==> config.mk <==
export PLATFORM = sky130hd
export DESIGN_NAME = mem_port_arbiter_flat
export DESIGN_NICKNAME = d
export VERILOG_FILES = /design/src/rtl/mem_port_arbiter_if.sv /design/src/rtl/mem_port_arbiter.sv /design/src/flat_wrapper.sv
export SDC_FILE = /design/constraint.sdc
export NUM_CORES = 1
export LEC_CHECK = 0
export ABC_AREA = 1
export CAP_MARGIN = 10
export CORE_ASPECT_RATIO = 0.7
export CORE_MARGIN = 2
export CORE_UTILIZATION = 44
export CTS_CLUSTER_SIZE = 14
export DETAILED_ROUTE_END_ITERATION = 16
export PLACE_DENSITY = 0.83
export SLEW_MARGIN = 20
export SYNTH_ARGS = -nofsm -noshare
export SYNTH_HDL_FRONTEND = slang
export SYNTH_SLANG_ARGS = --single-unit
==> constraint.sdc <==
create_clock -name clk -period 4 [get_ports clk]
set_clock_uncertainty 0.15 [all_clocks]
set_input_delay 1.2 -clock clk [delete_from_list [all_inputs] [get_ports clk]]
set_output_delay 1.2 -clock clk [all_outputs]
set_load 0.1 [all_outputs]
==> src/rtl/mem_port_arbiter_if.sv <==
// Bus bundle between the pipeline ports, the arbiter and the unified memory.
// The arbiter connects through the slave modport; the pipeline/memory environment uses master.
interface mem_port_arbiter_if #(
    parameter int WORD_LEN    = 32,
    parameter int ADDRESS_LEN = 32
);
    logic                   if_req;
    logic [ADDRESS_LEN-1:0] if_addr;
    logic [WORD_LEN-1:0]    if_rdata;
    logic                   if_done;
    logic                   if_stall;

    logic                   d_req;
    logic                   d_we;
    logic [ADDRESS_LEN-1:0] d_addr;
    logic [WORD_LEN-1:0]    d_wdata;
    logic [WORD_LEN-1:0]    d_rdata;
    logic                   d_done;
    logic                   d_stall;

    logic [ADDRESS_LEN-1:0] mem_adr;
    logic [WORD_LEN-1:0]    mem_write_data;
    logic                   mem_read;
    logic                   mem_write;
    logic [WORD_LEN-1:0]    mem_out;

    logic                   busy;
    logic                   owner;

    modport slave (
        input  if_req, if_addr, d_req, d_we, d_addr, d_wdata, mem_out,
        output if_rdata, if_done, if_stall, d_rdata, d_done, d_stall,
               mem_adr, mem_write_data, mem_read, mem_write, busy, owner
    );

    modport master (
        output if_req, if_addr, d_req, d_we, d_addr, d_wdata, mem_out,
        input  if_rdata, if_done, if_stall, d_rdata, d_done, d_stall,
               mem_adr, mem_write_data, mem_read, mem_write, busy, owner
    );
endinterface

==> src/rtl/mem_port_arbiter.sv <==
// Shares one unified memory between the fetch port and the load/store port (IDLE->ACCESS->DONE).
// Define ARB_ROUND_ROBIN_EN for round-robin ties; otherwise the data port always wins ties.
module mem_port_arbiter #(
    parameter int WORD_LEN    = 32,
    parameter int ADDRESS_LEN = 32
) (
    input logic               clk,
    input logic               rst,
    mem_port_arbiter_if.slave bus
);
    typedef enum logic [1:0] {
        IDLE   = 2'd0,
        ACCESS = 2'd1,
        DONE   = 2'd2
    } state_t;

    state_t                 r_state;
    logic [ADDRESS_LEN-1:0] r_adr;
    logic [WORD_LEN-1:0]    r_wdata;
    logic [WORD_LEN-1:0]    r_if_rdata;
    logic [WORD_LEN-1:0]    r_d_rdata;
    logic                   r_we;
    logic                   r_owner;
    logic                   r_mem_read;
    logic                   r_mem_write;
    logic                   r_if_done;
    logic                   r_d_done;
    logic                   w_any_req;
    logic                   w_grant_d;

`ifdef ARB_ROUND_ROBIN_EN
    logic r_last_owner;
`endif

    // NOTE: every combinational output gets a default first so no path can infer a latch.
    always_comb begin
        w_any_req = bus.if_req | bus.d_req;
        w_grant_d = 1'b0;
`ifdef ARB_ROUND_ROBIN_EN
        // A tie goes to whichever port was not granted last.
        if (bus.d_req && (!bus.if_req || !r_last_owner)) w_grant_d = 1'b1;
`else
        if (bus.d_req) w_grant_d = 1'b1;
`endif
    end

    // NOTE: all state uses non-blocking assignments so every register sees pre-edge values.
    always_ff @(posedge clk) begin
        if (rst) begin
            r_state     <= IDLE;
            r_adr       <= '0;
            r_wdata     <= '0;
            r_if_rdata  <= '0;
            r_d_rdata   <= '0;
            r_we        <= 1'b0;
            r_owner     <= 1'b0;
            r_mem_read  <= 1'b0;
            r_mem_write <= 1'b0;
            r_if_done   <= 1'b0;
            r_d_done    <= 1'b0;
`ifdef ARB_ROUND_ROBIN_EN
            r_last_owner <= 1'b1;
`endif
        end else begin
            r_mem_read  <= 1'b0;
            r_mem_write <= 1'b0;
            r_if_done   <= 1'b0;
            r_d_done    <= 1'b0;
            case (r_state)
                IDLE: begin
                    if (w_any_req) begin
                        r_owner     <= w_grant_d;
                        r_adr       <= w_grant_d ? bus.d_addr : bus.if_addr;
                        r_we        <= w_grant_d & bus.d_we;
                        if (w_grant_d) r_wdata <= bus.d_wdata;
                        r_mem_read  <= ~(w_grant_d & bus.d_we);
                        r_mem_write <= w_grant_d & bus.d_we;
`ifdef ARB_ROUND_ROBIN_EN
                        r_last_owner <= w_grant_d;
`endif
                        r_state     <= ACCESS;
                    end
                end
                ACCESS: begin
                    if (!r_we) begin
                        if (r_owner) r_d_rdata  <= bus.mem_out;
                        else         r_if_rdata <= bus.mem_out;
                    end
                    r_if_done <= ~r_owner;
                    r_d_done  <= r_owner;
                    r_state   <= DONE;
                end
                DONE:    r_state <= IDLE;
                default: r_state <= IDLE;
            endcase
        end
    end

    assign bus.mem_adr        = r_adr;
    assign bus.mem_write_data = r_wdata;
    assign bus.mem_read       = r_mem_read;
    // Reset arriving during ACCESS must not let the store commit on the reset edge.
    assign bus.mem_write      = r_mem_write & ~rst;
    assign bus.if_rdata       = r_if_rdata;
    assign bus.d_rdata        = r_d_rdata;
    assign bus.if_done        = r_if_done;
    assign bus.d_done         = r_d_done;
    assign bus.if_stall       = bus.if_req & ~r_if_done;
    assign bus.d_stall        = bus.d_req & ~r_d_done;
    assign bus.busy           = (r_state != IDLE);
    assign bus.owner          = r_owner;
endmodule
==> src/flat_wrapper.sv <==
// flat-port wrapper written by rule: the top's interface ports become plain ports
module mem_port_arbiter_flat 
#(
    parameter int WORD_LEN    = 32,
    parameter int ADDRESS_LEN = 32
)
  (clk, rst, bus_if_req, bus_if_addr, bus_d_req, bus_d_we, bus_d_addr, bus_d_wdata, bus_mem_out, bus_if_rdata, bus_if_done, bus_if_stall, bus_d_rdata, bus_d_done, bus_d_stall, bus_mem_adr, bus_mem_write_data, bus_mem_read, bus_mem_write, bus_busy, bus_owner);
  mem_port_arbiter_if #(.WORD_LEN(WORD_LEN), .ADDRESS_LEN(ADDRESS_LEN)) bus_i ();
  input logic clk;
  input logic rst;
  input wire logic [$bits(bus_i.if_req)-1:0] bus_if_req;
  input wire logic [$bits(bus_i.if_addr)-1:0] bus_if_addr;
  input wire logic [$bits(bus_i.d_req)-1:0] bus_d_req;
  input wire logic [$bits(bus_i.d_we)-1:0] bus_d_we;
  input wire logic [$bits(bus_i.d_addr)-1:0] bus_d_addr;
  input wire logic [$bits(bus_i.d_wdata)-1:0] bus_d_wdata;
  input wire logic [$bits(bus_i.mem_out)-1:0] bus_mem_out;
  output wire logic [$bits(bus_i.if_rdata)-1:0] bus_if_rdata;
  output wire logic [$bits(bus_i.if_done)-1:0] bus_if_done;
  output wire logic [$bits(bus_i.if_stall)-1:0] bus_if_stall;
  output wire logic [$bits(bus_i.d_rdata)-1:0] bus_d_rdata;
  output wire logic [$bits(bus_i.d_done)-1:0] bus_d_done;
  output wire logic [$bits(bus_i.d_stall)-1:0] bus_d_stall;
  output wire logic [$bits(bus_i.mem_adr)-1:0] bus_mem_adr;
  output wire logic [$bits(bus_i.mem_write_data)-1:0] bus_mem_write_data;
  output wire logic [$bits(bus_i.mem_read)-1:0] bus_mem_read;
  output wire logic [$bits(bus_i.mem_write)-1:0] bus_mem_write;
  output wire logic [$bits(bus_i.busy)-1:0] bus_busy;
  output wire logic [$bits(bus_i.owner)-1:0] bus_owner;
  assign bus_i.if_req = bus_if_req;
  assign bus_i.if_addr = bus_if_addr;
  assign bus_i.d_req = bus_d_req;
  assign bus_i.d_we = bus_d_we;
  assign bus_i.d_addr = bus_d_addr;
  assign bus_i.d_wdata = bus_d_wdata;
  assign bus_i.mem_out = bus_mem_out;
  assign bus_if_rdata = bus_i.if_rdata;
  assign bus_if_done = bus_i.if_done;
  assign bus_if_stall = bus_i.if_stall;
  assign bus_d_rdata = bus_i.d_rdata;
  assign bus_d_done = bus_i.d_done;
  assign bus_d_stall = bus_i.d_stall;
  assign bus_mem_adr = bus_i.mem_adr;
  assign bus_mem_write_data = bus_i.mem_write_data;
  assign bus_mem_read = bus_i.mem_read;
  assign bus_mem_write = bus_i.mem_write;
  assign bus_busy = bus_i.busy;
  assign bus_owner = bus_i.owner;
  mem_port_arbiter #(.WORD_LEN(WORD_LEN), .ADDRESS_LEN(ADDRESS_LEN)) u_core (.clk(clk), .rst(rst), .bus(bus_i));
endmodule
# ---- Word-level counts from Yosys, hierarchy flattened
# Cells that the tools add are included.
dict set report word_totals {
  regBits 136
  output_inout_bits 136
}
dict set report classes {
  n_eq_ne 2
  n_mux 4
  bitwise_logic 14
  reduce_logical 8
}
# op count
set ops {}
lappend ops {{$mux W32} 1}
lappend ops {{$not A1 Y1} 9}
lappend ops {{$reduce_and A3 Y1} 3}
lappend ops {{$and A1 B1 Y1} 4}
lappend ops {{$pmux W2 S2} 1}
lappend ops {{$reduce_or A3 Y1} 1}
lappend ops {{$eq A2 B1 Y1 const B} 1}
lappend ops {{$logic_not A2 Y1} 1}
lappend ops {{$mux W2} 1}
lappend ops {{$ne A2 B1 Y1 const B} 1}
lappend ops {{$reduce_and A2 Y1} 1}
lappend ops {{$reduce_bool A2 Y1} 1}
lappend ops {{$reduce_or A2 Y1} 1}
lappend ops {{$mux W1} 1}
lappend ops {{$or A1 B1 Y1} 1}

# ---- Depth between registers and ports, before layout
# Gate-level depths: netlist of the first run.
dict set report depth {
  ltp_word 3
  mapped_depth 7
  depth_no_buf 5
}

# ---- Least setup slack after synthesis of the first run
# No wires, ideal clock.
dict set report synth_timing {
  kind {input port to output port}
  start {input port rst}
  end {output port bus_mem_write}
  t_arrival_ns 2.840
  slack_ns -0.190
  stages 3
  path_buffers 2
  path_cell_list {buf_4 -> buf_1 -> nor2_1}
}
dict set report synth_via {
  elab_chain_cells 2
}
# item line
set synth_rtl {}
lappend synth_rtl {{start, declared} flat_wrapper.sv:10} ;# input logic rst;
lappend synth_rtl {{$not A1 Y1} mem_port_arbiter.sv:103} ;# assign bus.mem_write = r_mem_write & ~rst;
lappend synth_rtl {{$and A1 B1 Y1} mem_port_arbiter.sv:103}
lappend synth_rtl {{end, declared} flat_wrapper.sv:27} ;# output wire logic [$bits(bus_i.mem_write)-1:0] bus_mem_write;
# Every way passes these cells.

# ---- Worst setup path after layout of the first run
dict set report layout_timing {
  start {input port bus_if_req}
  end {output port bus_if_stall}
}
dict set report layout_via {
  elab_chain_cells 1
}
# item line
set layout_rtl {}
lappend layout_rtl {{start, declared} flat_wrapper.sv:11} ;# input wire logic [$bits(bus_i.if_req)-1:0] bus_if_req;
lappend layout_rtl {{$and A1 B1 Y1} mem_port_arbiter.sv:108} ;# assign bus.if_stall = bus.if_req & ~r_if_done;
lappend layout_rtl {{end, declared} flat_wrapper.sv:20} ;# output wire logic [$bits(bus_i.if_stall)-1:0] bus_if_stall;
# Every way passes these cells.

==> results.toml, run 1 <==
[synthesis]
synthAdderAreaFrac_pct = 0
syn_area_per_cell_um2 = 7.16
yosys_warnings = 0
synth_top_family_by_area = "simple AND/OR/NAND/NOR gates"
synthCells = 771
ys_types = 21
netlist_area_um2 = 5520
synth_top_area_share_pct = 49.3
seq_area_frac_synth_pct = 49.3
ys_seq_elements = 136
syn_nets = 904
synth_compound_area_share_pct = 6.18
synthXorXnorAreaFrac_pct = 0
synth-simple-area-share_pct = 35.4
synth_top_area_cell = "dfxtp_1"
muxShareOfSynthArea_pct = 0
synth.area.top_cells = "dfxtp_1 (49%), nand2_1 (16%), nor2_1 (9.0%)"

[pwr]
share_comb_of_total_power_pct = 30.2
seq_power_share_pct = 34.6
p_switching_w = 0.00162
cellLeakagePower_nw = 4.00
pwr-share-clk_pct = 35.1
ir_drop_mv = 0.336
swShare_pct = 37.2
p_int_w = 0.00273
powerDensity_nw_per_um2 = 515

[placement]
routabilityCongestion = 0.798
hpwl_mm = 11.7
port_buffers = 268

[clock_tree]
numClockSinks = 136
cts_tree = "yes"
cts_root_buf = "clkbuf_16"
htree_levels = 4
cts_buffer_depth = 2
clk_pin_slew_ns = 0.06
ctsHoldBuffers = 0
insertion_delay_ns = 0.40
cts_resized = 0
postCtsSetupRepairBufs = 0
cts_buffers = 17

[worst_setup_path]
crit_path_top_delay_cell = "clkdlybuf4s50_1"
cp_top_family = "buffers and inverters"
cp-end-kind = "primary output"
worst-path-buf-inv = 3
crit_required_ns = 2.65
worstReg2RegStart = "u_core.r_state[0]$_SDFFE_PP0P_"
worstPathCellList = "clkdlybuf4s50_1, inv_1, nor2_1, buf_12"
r2r_end = "u_core.bus.if_rdata[12]$_SDFFE_PP0P_"
reg2reg_depth = 6
rrSetupSlack_ns = 1.79
critPathLaunchType = "primary input"
path_max_fanout = 2
worstSetupPathType = "primary input to primary output"
max_stage_delay_ns = 0.53
crit_arrival_ns = 2.15

[timing]
finalSetupViolations = 0
rsz0062_at_grt = "no"
period_share_pct = 87.6
worst_slew_pin_slew_ns = 0.706
setup_tns_ns = 0
fmax_mhz = 285
hold_viol = 0
min_period_ns = 3.50
maxSlewHeadroom_pct = 52.8
slew_violations = 0

[job]
cap_violations = 0

[global_routing]
grt_pass1_wl_mm = 26.8
grt_max_degree = 67
grt_usage_pct = 25.2
antenna_found_initial = 1
grt_pass1_vias = 5544
grt_overflow_total = 0

[layout]
final_cell_mix = "nand2_1 (229), buf_4 (142), dfxtp_1 (136)"
area_growth_pct = 52.9
final_core_util_pct = 68.5
final_common_cell = "nand2_1"
layout-drive-gt1-share_pct = 18.6
nets = 1145
fill_cells = 1023

[worst_hold_path]
hold_end = "u_core.bus.if_rdata[14]$_SDFFE_PP0P_"
hold_depth = 2
hold_start = "u_core.bus.if_rdata[14]$_SDFFE_PP0P_"
min_path_type = "flip-flop to flip-flop"

[drt]
dr.pass1.iters = 4
drc = 0
drt_wl_total_mm = 16.8
dr_total_vias = 5780
drtIter0Drc = 298
drtAntennaViolNets = 0
top_layer_used = "met4"
drt-met1-wl_mm = 7.03
route.met2.wl_mm = 7.71
wl_met3_mm = 1.68
avgRoutedWirePerCell_um = 14.2
viasPerCell = 4.87

[outcome]
outcome = "completed"

[floorplanning]
start_util_pct = 44.8
core_area_um2 = 12300
die_width_um = 138
die_h_um = 97.7
die_area_um2 = 13500
ioPinCount = 269
rows = 34
registers in the layout, summed over array words and instances, names as in the netlist:
register	flops
u_core.r_we	1
u_core.bus.d_rdata	32
u_core.bus.if_done	1
u_core.bus.d_done	1
u_core.bus.mem_read	1
u_core.r_state	2
u_core.bus.owner	1
u_core.bus.mem_adr	32
u_core.bus.mem_write_data	32
u_core.bus.if_rdata	32
u_core.r_mem_write	1
worst register-to-register path, stage by stage (launching register included):
cell     delay, ns
dfxtp_1       0.41
inv_2         0.06
nor2_4        0.07
buf_4         0.50
nand2_2       0.57
nand2_1       0.22
a21oi_1       0.10
Yosys cell counts:
cell type  number
o21ai_0        32
nand2_1       230
buf_2          23
nor2_4          1
nor2_2          3
nand3_1        66
buf_6          10
buf_1           2
a21oi_1        33
inv_1          41
clkbuf_1       17
nand2_2         1
nor2_1        133
nor2_8          1
nor3_1          1
buf_8           1
inv_2           4
nand4_1        32
buf_4           3
dfxtp_1       136
o21ai_4         1
how the worst max path moves through the flow:
| stage | start | endpoint | slack, ns | cells after the start |
|---|---|---|---|---|
| 2_1_floorplan | bus_if_req | bus_if_stall | 0.17 | 2 |
| 3_3_place_gp | bus_if_req | bus_if_stall | 0.50 | 4 |
| 3_5_place_dp | bus_if_req | bus_if_stall | 0.50 | 4 |
| 4_1_cts | bus_if_req | bus_if_stall | 0.50 | 4 |
| 5_1_grt | bus_if_req | bus_if_stall | 0.43 | 4 |
| 6_report | bus_if_req | bus_if_stall | 0.50 | 4 |
area by class of cell:
cell class	instances	area, um^2	share of cell area [%]
Sequential cell	136	2720	32.2
Timing Repair Buffer	278	2460	29.2
Multi-Input combinational cell	534	2310	27.3
Clock buffer	21	460	5.45
Tap cell	162	203	2.40
Inverter	45	169	2.00
Clock inverter	10	119	1.41
Antenna cell	1	2.50	0.0296
through the flow:
step	power [W]	instances	worst slack, ns	hold slack, ns	cell area (um^2)
final	0.00435	1187	0.495	0.313	8450
after global routing	0.00452	1187	0.429	0.332	8450
after CTS	0.00438	1186	0.499	0.312	8440
after detailed placement	0.00285	1155	0.499	0.303	7860
after global placement	0.00284	1155	0.500	0.300	7860
after floorplan	0.00250	771	0.172	0.335	5530
layer usage:
layer / track usage (%) / vias to the layer above
met5: 0 / -
met4: 10.1 / 0
met3: 8.62 / 31
met2: 41.5 / 239
met1: 30.2 / 2589
li1: - / 2921
power by group through the flow:
stage	Clock, W	Sequential [W]	Combinational, W
finish	0.00153	0.00151	0.00132
global route	0.00162	0.00152	0.00138
CTS	0.00155	0.00151	0.00132
detailed placement	0	0.00153	0.00132
global placement	0	0.00153	0.00131
floorplan	0	0.00220	0.000301
cells by family after synthesis:
family | Yosys count
and+or+nand+nor | 468
DFF | 136
buffers and inverters | 101
AOI/OAI and AO/OA | 66
Note: power is estimated with default switching activity, not from simulation.
==> run 2, diff against run 1 <==
--- a/config.mk
+++ b/config.mk
@@ -13,7 +13,6 @@
 export CTS_CLUSTER_SIZE = 14
 export DETAILED_ROUTE_END_ITERATION = 16
 export PLACE_DENSITY = 0.83
-export SLEW_MARGIN = 20
 export SYNTH_ARGS = -nofsm -noshare
 export SYNTH_HDL_FRONTEND = slang
 export SYNTH_SLANG_ARGS = --single-unit
==> run 2 against run 1 <==
Effect of this change: critical path depth did not move; global-route usage is the same; largest cell class unchanged; routed wire length is essentially flat; via count grew 0.10%; clock-buffer cell count unchanged; fmax did not move; cell area about the same; non-clock buffer count is the same; sequential share of layout area about the same.
==> results.toml, run 2 (synthesis results as in run 1) <==
[clock_tree]
ctsHoldBuffers = 0
cts_root_buf = "clkbuf_16"
htree_levels = 4
cts_buffer_depth = 2
insertion_delay_ns = 0.40
clk_pin_slew_ns = 0.06
postCtsSetupRepairBufs = 0
cts_tree = "yes"
cts_resized = 0
cts_buffers = 17
numClockSinks = 136

[timing]
setup_tns_ns = 0
min_period_ns = 3.50
period_share_pct = 87.6
fmax_mhz = 285
rsz0062_at_grt = "no"
hold_viol = 0
slew_violations = 0
worst_slew_pin_slew_ns = 1.12
maxSlewHeadroom_pct = 25.1
finalSetupViolations = 0

[worst_setup_path]
max_stage_delay_ns = 0.53
crit_path_top_delay_cell = "clkdlybuf4s50_1"
crit_arrival_ns = 2.15
cp_top_family = "buffers and inverters"
critPathLaunchType = "primary input"
worstSetupPathType = "primary input to primary output"
path_max_fanout = 2
crit_required_ns = 2.65
worst-path-buf-inv = 3
cp-end-kind = "primary output"
worstPathCellList = "clkdlybuf4s50_1, inv_1, nor2_1, buf_12"

[job]
cap_violations = 0

[global_routing]
grt_pass1_vias = 5544
antenna_found_initial = 1
grt_pass1_wl_mm = 26.8
grt_max_degree = 67
grt_overflow_total = 0
grt_usage_pct = 25.2

[drt]
drtIter0Drc = 299
drt_wl_total_mm = 16.8
dr.pass1.iters = 4
dr_total_vias = 5786
viasPerCell = 4.87
drtAntennaViolNets = 0
avgRoutedWirePerCell_um = 14.2
drc = 0

[pwr]
cellLeakagePower_nw = 4.00
powerDensity_nw_per_um2 = 515
ir_drop_mv = 0.336

[floorplanning]
rows = 34
ioPinCount = 269
die_width_um = 138
core_area_um2 = 12300
die_area_um2 = 13500
start_util_pct = 44.8
die_h_um = 97.7

[layout]
area_growth_pct = 52.9
layout-drive-gt1-share_pct = 18.5
nets = 1145
final_cell_mix = "nand2_1 (230), buf_4 (142), dfxtp_1 (136)"
final_common_cell = "nand2_1"
layout.cells.non_filler = 1187

[placement]
routabilityCongestion = 0.798
hpwl_mm = 11.7
port_buffers = 268
dp.cells = 1155

[outcome]
outcome = "completed"

[worst_hold_path]
min_path_type = "flip-flop to flip-flop"
[run 2: changes by cell type in the layout (fill, tap and decap cells not counted)]
cell / change
nand2_1: +1
nand2_2: -1
[run 2: path summary, 6_finish.rpt]
kind / from / end / slack (ns) / cells past startpoint
worst max-delay path: bus_if_req / bus_if_stall / 0.50 / 4
worst min-delay path: u_core.bus.if_rdata[25]$_SDFFE_PP0P_ / u_core.bus.if_rdata[25]$_SDFFE_PP0P_ / 0.31 / 2
worst max register to register: u_core.r_state[0]$_SDFFE_PP0P_ / u_core.bus.if_rdata[12]$_SDFFE_PP0P_ / 1.42 / 6
worst min register to register: u_core.bus.if_rdata[25]$_SDFFE_PP0P_ / u_core.bus.if_rdata[25]$_SDFFE_PP0P_ / 0.31 / 2
[run 2: cell type report]
cell class | count | area (um^2)
Clock buffer | 21 | 460
Sequential cell | 136 | 2720
Clock inverter | 10 | 119
Antenna cell | 1 | 2.50
Fill cell | 1023 | 3890
Timing Repair Buffer | 278 | 2460
Multi-Input combinational cell | 534 | 2310
Tap cell | 162 | 203
Inverter | 45 | 169
[run 2: stage by stage]
stage / instance area (um^2) / total power (W) / util [%] / hold slack, ns / worst slack, ns
2_1_floorplan: 5530 / 0.00250 / - / 0.335 / 0.172
3_3_place_gp: 7860 / 0.00284 / 63.7 / 0.300 / 0.500
3_5_place_dp: 7860 / 0.00285 / 63.7 / 0.303 / 0.499
4_1_cts: 8440 / 0.00438 / 68.4 / 0.312 / 0.499
5_1_grt: 8440 / 0.00452 / 68.4 / 0.332 / 0.429
6_report: 8440 / 0.00435 / 68.4 / 0.313 / 0.495
[run 2: metal layers]
layer	part of all wire, %	track usage, %	up-vias	wire length [um]
li1	-	-	2919	-
met1	42	30.2	2592	7080
met2	46	41.5	244	7670
met3	9.9	8.62	31	1670
met4	2.5	10.1	0	414
met5	0	0	-	0
[run 2: tightest hold or removal path, stage by stage (launching register included)]
cell,delay [ns]
dfxtp_1,0.31
nand2_1,0.06
a21oi_1,0.05
[run 2: power breakdown]
part / internal (W) / total (W) / leakage, nW / switching, W
registers: 0.00145 / 0.00151 / 1.11 / 0.0000540
clock network: 0.000950 / 0.00153 / 0.288 / 0.000577
logic: 0.000327 / 0.00132 / 2.60 / 0.000988
==> run 3, diff against run 2 <==
--- a/config.mk
+++ b/config.mk
@@ -9,10 +9,10 @@
 export CAP_MARGIN = 10
 export CORE_ASPECT_RATIO = 0.7
 export CORE_MARGIN = 2
-export CORE_UTILIZATION = 44
+export CORE_UTILIZATION = 41
 export CTS_CLUSTER_SIZE = 14
 export DETAILED_ROUTE_END_ITERATION = 16
-export PLACE_DENSITY = 0.83
+export PLACE_DENSITY = 0.78
 export SYNTH_ARGS = -nofsm -noshare
 export SYNTH_HDL_FRONTEND = slang
 export SYNTH_SLANG_ARGS = --single-unit
==> run 3 against run 2 <==
Effect of this change: critical path depth unchanged; cell count increased by 0.42%; routed wire length is 2.8% higher; largest cell class unchanged; largest power group unchanged.
==> results.toml, run 3 (synthesis results as in run 1) <==
[floorplanning]
die_h_um = 101
core_area_um2 = 13100
rows = 35
die_width_um = 143
start_util_pct = 42.0
die_area_um2 = 14400
ioPinCount = 269

[timing]
holdWs_ns = 0.312
setup_tns_ns = 0
rsz0062_at_grt = "no"
min_period_ns = 3.53
fmax_mhz = 283
slew_violations = 0
finalSetupViolations = 0
maxSlewHeadroom_pct = 22.9
period_share_pct = 88.2
hold_viol = 0
worst_slew_pin_slew_ns = 1.15

[global_routing]
grt_max_degree = 67
grt_pass1_wl_mm = 26.9
grt_usage_pct = 23.6
antenna_found_initial = 0
grt_overflow_total = 0
grt_pass1_vias = 5345

[layout]
area_growth_pct = 53.6
final_cell_mix = "nand2_1 (230), buf_4 (144), dfxtp_1 (136)"
fill_cells = 1183
nets = 1146
final_core_util_pct = 64.6
antennaDiodeCount = 0
final_common_cell = "nand2_1"
layout-drive-gt1-share_pct = 18.6

[job]
cap_violations = 0

[clock_tree]
cts_buffer_depth = 2
ctsHoldBuffers = 0
numClockSinks = 136
clk_pin_slew_ns = 0.06
cts_root_buf = "clkbuf_16"
insertion_delay_ns = 0.40
htree_levels = 4
cts_buffers = 17
cts_tree = "yes"
cts_resized = 0
postCtsSetupRepairBufs = 0

[pwr]
ir_drop_mv = 0.360
total_power_w = 0.00446
powerDensity_nw_per_um2 = 525
cellLeakagePower_nw = 4.01

[placement]
port_buffers = 268
hpwl_mm = 12.0
routabilityCongestion = 0.813

[drt]
dr.pass1.iters = 4
avgRoutedWirePerCell_um = 14.5
dr_total_vias = 5735
viasPerCell = 4.81
drt_wl_total_mm = 17.3
drc = 0
drtAntennaViolNets = 0
drtIter0Drc = 199

[worst_setup_path]
cp_top_family = "buffers and inverters"
crit_required_ns = 2.65
worst-path-buf-inv = 3
worstPathCellList = "clkdlybuf4s50_1, inv_1, nor2_2, buf_12"
path_max_fanout = 7
worstSetupPathType = "primary input to primary output"
crit_path_top_delay_cell = "clkdlybuf4s50_1"
cp-end-kind = "primary output"
crit_arrival_ns = 2.18
critPathLaunchType = "primary input"
max_stage_delay_ns = 0.47

[worst_hold_path]
min_path_type = "flip-flop to flip-flop"

[outcome]
outcome = "completed"
## run 3: worst min-delay path: stages, from the launching register on
cell and delay, ns:
dfxtp_1 0.31, nand2_1 0.06, a21oi_1 0.05
## run 3: worst paths after layout
check	from	endpoint	slack [ns]	cells past startpoint
min	u_core.bus.if_rdata[2]$_SDFFE_PP0P_	u_core.bus.if_rdata[2]$_SDFFE_PP0P_	0.31	2
max	bus_d_req	bus_d_stall	0.47	4
max reg2reg	u_core.r_state[0]$_SDFFE_PP0P_	u_core.bus.if_rdata[11]$_SDFFE_PP0P_	1.42	6
min reg2reg	u_core.bus.if_rdata[2]$_SDFFE_PP0P_	u_core.bus.if_rdata[2]$_SDFFE_PP0P_	0.31	2
## run 3: layer usage
metal | GRT usage (%) | up-vias | part of all wire [%] | wire length [um]
li1 | - | 2924 | - | -
met1 | 29.6 | 2570 | 44 | 7540
met2 | 38.9 | 218 | 46 | 7940
met3 | 7.36 | 23 | 8.6 | 1490
met4 | 8.23 | 0 | 2.0 | 344
met5 | 0 | - | 0 | 0
## run 3: stage by stage
| stage | instances | area (um^2) | worst slack, ns |
|---|---|---|---|
| 3_5_place_dp | 1160 | 7870 | 0.464 |
| 3_3_place_gp | 1160 | 7870 | 0.481 |
| 2_1_floorplan | 771 | 5530 | 0.172 |
| 4_1_cts | 1192 | 8490 | 0.466 |
| 5_1_grt | 1192 | 8490 | 0.403 |
| 6_report | 1192 | 8490 | 0.472 |
## run 3: final cells by class
cell class / count / area [um^2] / share of cell area [%]
flip-flops and latches: 136 / 2720 / 32.1
repair buffers: 279 / 2460 / 29.0
multi-input cells: 534 / 2310 / 27.2
clock buffers: 20 / 457 / 5.38
well taps: 166 / 208 / 2.45
inverters: 45 / 169 / 1.99
clock inverters: 12 / 163 / 1.92
## run 3: where the power goes
| part | total (W) | internal [W] | switching [W] |
|---|---|---|---|
| logic | 0.00131 | 0.000327 | 0.000985 |
| clock network | 0.00163 | 0.00102 | 0.000607 |
| registers | 0.00151 | 0.00145 | 0.0000590 |
| total | 0.00446 | 0.00280 | 0.00165 |
==> patch (flow settings as in run 1) <==
Reset style: asynchronous (`rst`), changed in one clocked block.
--- a/src/rtl/mem_port_arbiter.sv
+++ b/src/rtl/mem_port_arbiter.sv
@@ -46,5 +46,5 @@
 
     // NOTE: all state uses non-blocking assignments so every register sees pre-edge values.
-    always_ff @(posedge clk) begin
+    always_ff @(posedge clk or posedge rst) begin
         if (rst) begin
             r_state     <= IDLE;
Behaviour: differs if rst is asserted again (counterexample within 4 cycles, from zero or initial values and one cycle with rst high); with rst held inactive, the same outputs for 4 cycles.
==> patch against run 1 <==
  * Utilization is 2.0 points higher
  * Critical endpoint unchanged
  * Synthesized cell count is 10% lower
  * Critical path type unchanged
  * Maximum frequency is 0.16% higher
  * Global-route usage is 0.93 points higher
  * Largest cell class unchanged
  * Sequential cell count stayed put
  * Final area is 4.4% higher
  * Area after synthesis is 3.1% higher
  * Setup slack better by 0.0057 ns
  * Worst hold slack better by 0.0069 ns
  * Routed wire length is 4.4% higher
Power is not shown: default switching activity piles up to over one toggle a cycle in this logic, so the estimate is an artifact.
==> patch: results (changes against run 1) <==
Run status
  – Outcome: completed (unchanged)

Detailed routing
  – First DRT Iteration DRCs: 264 (was 298)
  – Drt pass-1 iters: 4 (unchanged)
  – Routed wire per std cell: 15.7 µm (was 14.2 µm)
  – Post-DR vias/cell: 4.96 (was 4.87)

Logic synthesis
  – Most frequent cells after synthesis: 389 x nand2_1, 136 x dfrtp_1, 64 x nand3_1 (was 230 x nand2_1, 136 x dfxtp_1, 133 x nor2_1)
  – Post-synthesis sequential area ratio: 59.8% (was 49.3%)
  – Most used DFF post-synth: dfrtp_1 (was dfxtp_1)
  – Top post-synthesis cells by area: dfrtp_1 60%, nand2_1 26%, nand3_1 5.6% (was dfxtp_1 49%, nand2_1 16%, nor2_1 9.0%)
  – Asr flop ratio synth: 100% (was 0%)
  – Synth Warn #: 0 (unchanged)
  – Mapped Nets: 825 (was 904)
  – Synth unique cells: 14 (was 21)

Critical path
  – Crit path kind: primary input to output pin (unchanged)
  – Max FO, Critical Path: 3 (was 2)

Cells and area
  – Share of cells above drive strength 1: 19.5% (was 18.6%)
  – Antenna diodes: 0 (was 1)
  – Final Net Count: 1,081 (was 1,145)

Clock network
  – Root Buffer: clkbuf_16 (unchanged)
  – Clock transition at path regs: 0.05 ns
  – Num CTS Buffers: 17 (unchanged)
  – Post-CTS setup buffer count: 0 (unchanged)
  – H-Tree Depth: 4 (unchanged)

GRT
  – Global-route wire length before repair: 28,800 µm (was 26,800 µm)
  – Largest net degree at the start of global routing: 137 (was 67)
  – Vias in the first global route: 5,648 (was 5,544)
  – GR Util All Layers: 26.1% (was 25.2%)
  – Initial antenna violation count: 0 (was 1)

Place
  – Detailed Place HPWL: 12,000 µm (was 11,700 µm)
  – RD Place Congestion: 0.820 (was 0.798)

Timing
  – Worst rel slew slack: 51.5% (was 52.8%)

Worst hold path
  – Hold/Removal Path Class: flip-flop to flip-flop (unchanged)
patch: kinds of logic (layout without fill, tap and decap cells):
logic type	Yosys count	count (layout)	synth area share, %
simple gates	497	497	35.8
compound gates	3	3	0.264
flops	136	136	59.8
buf+inv	56	323	4.22
patch: metal layers:
layer	GRT usage, %	vias to the layer above	wire length [µm]
met5	0	-	0
met4	9.00	0	480
met3	8.52	36	1540
met2	43.0	219	8270
met1	33.0	2614	7300
li1	-	2692	-
patch: worst max-delay path: stages:
cell,delay (ns)
clkdlybuf4s50_1,0.52
inv_1,0.05
nor2_1,0.17
buf_12,0.20
patch: layout make-up:
type	count	area, µm²
Multi-Input combinational cell	500	2060
Sequential cell	136	3400
Tap cell	162	203
Inverter	11	45.0
Timing Repair Buffer	282	2490
Clock inverter	12	179
Fill cell	999	3690
Clock buffer	18	429
patch: final timing paths:
path                                              start                      end  slack (ns)  cells after the start
max in group asynchronous                           rst    u_core.bus.d_rdata[4]        1.94                      3
worst max-delay path                         bus_if_req             bus_if_stall        0.50                      4
min in group asynchronous                           rst   u_core.bus.mem_adr[24]        1.22                      3
worst max register to register         u_core.bus.owner  u_core.bus.if_rdata[30]        2.01                      6
worst min-delay path            u_core.bus.if_rdata[29]  u_core.bus.if_rdata[29]        0.32                      2
worst min register to register  u_core.bus.if_rdata[29]  u_core.bus.if_rdata[29]        0.32                      2
patch: stage by stage:
| step | instances | setup slack (ns) | hold WS, ns | cell area [µm²] |
|---|---|---|---|---|
| floorplan | 692 | 0.172 | 0.414 | 5700 |
| global placement | 1091 | 0.513 | 0.305 | 8210 |
| detailed placement | 1091 | 0.504 | 0.310 | 8210 |
| CTS | 1121 | 0.499 | 0.323 | 8820 |
| global route | 1121 | 0.435 | 0.337 | 8820 |
| finish | 1121 | 0.501 | 0.320 | 8820 |
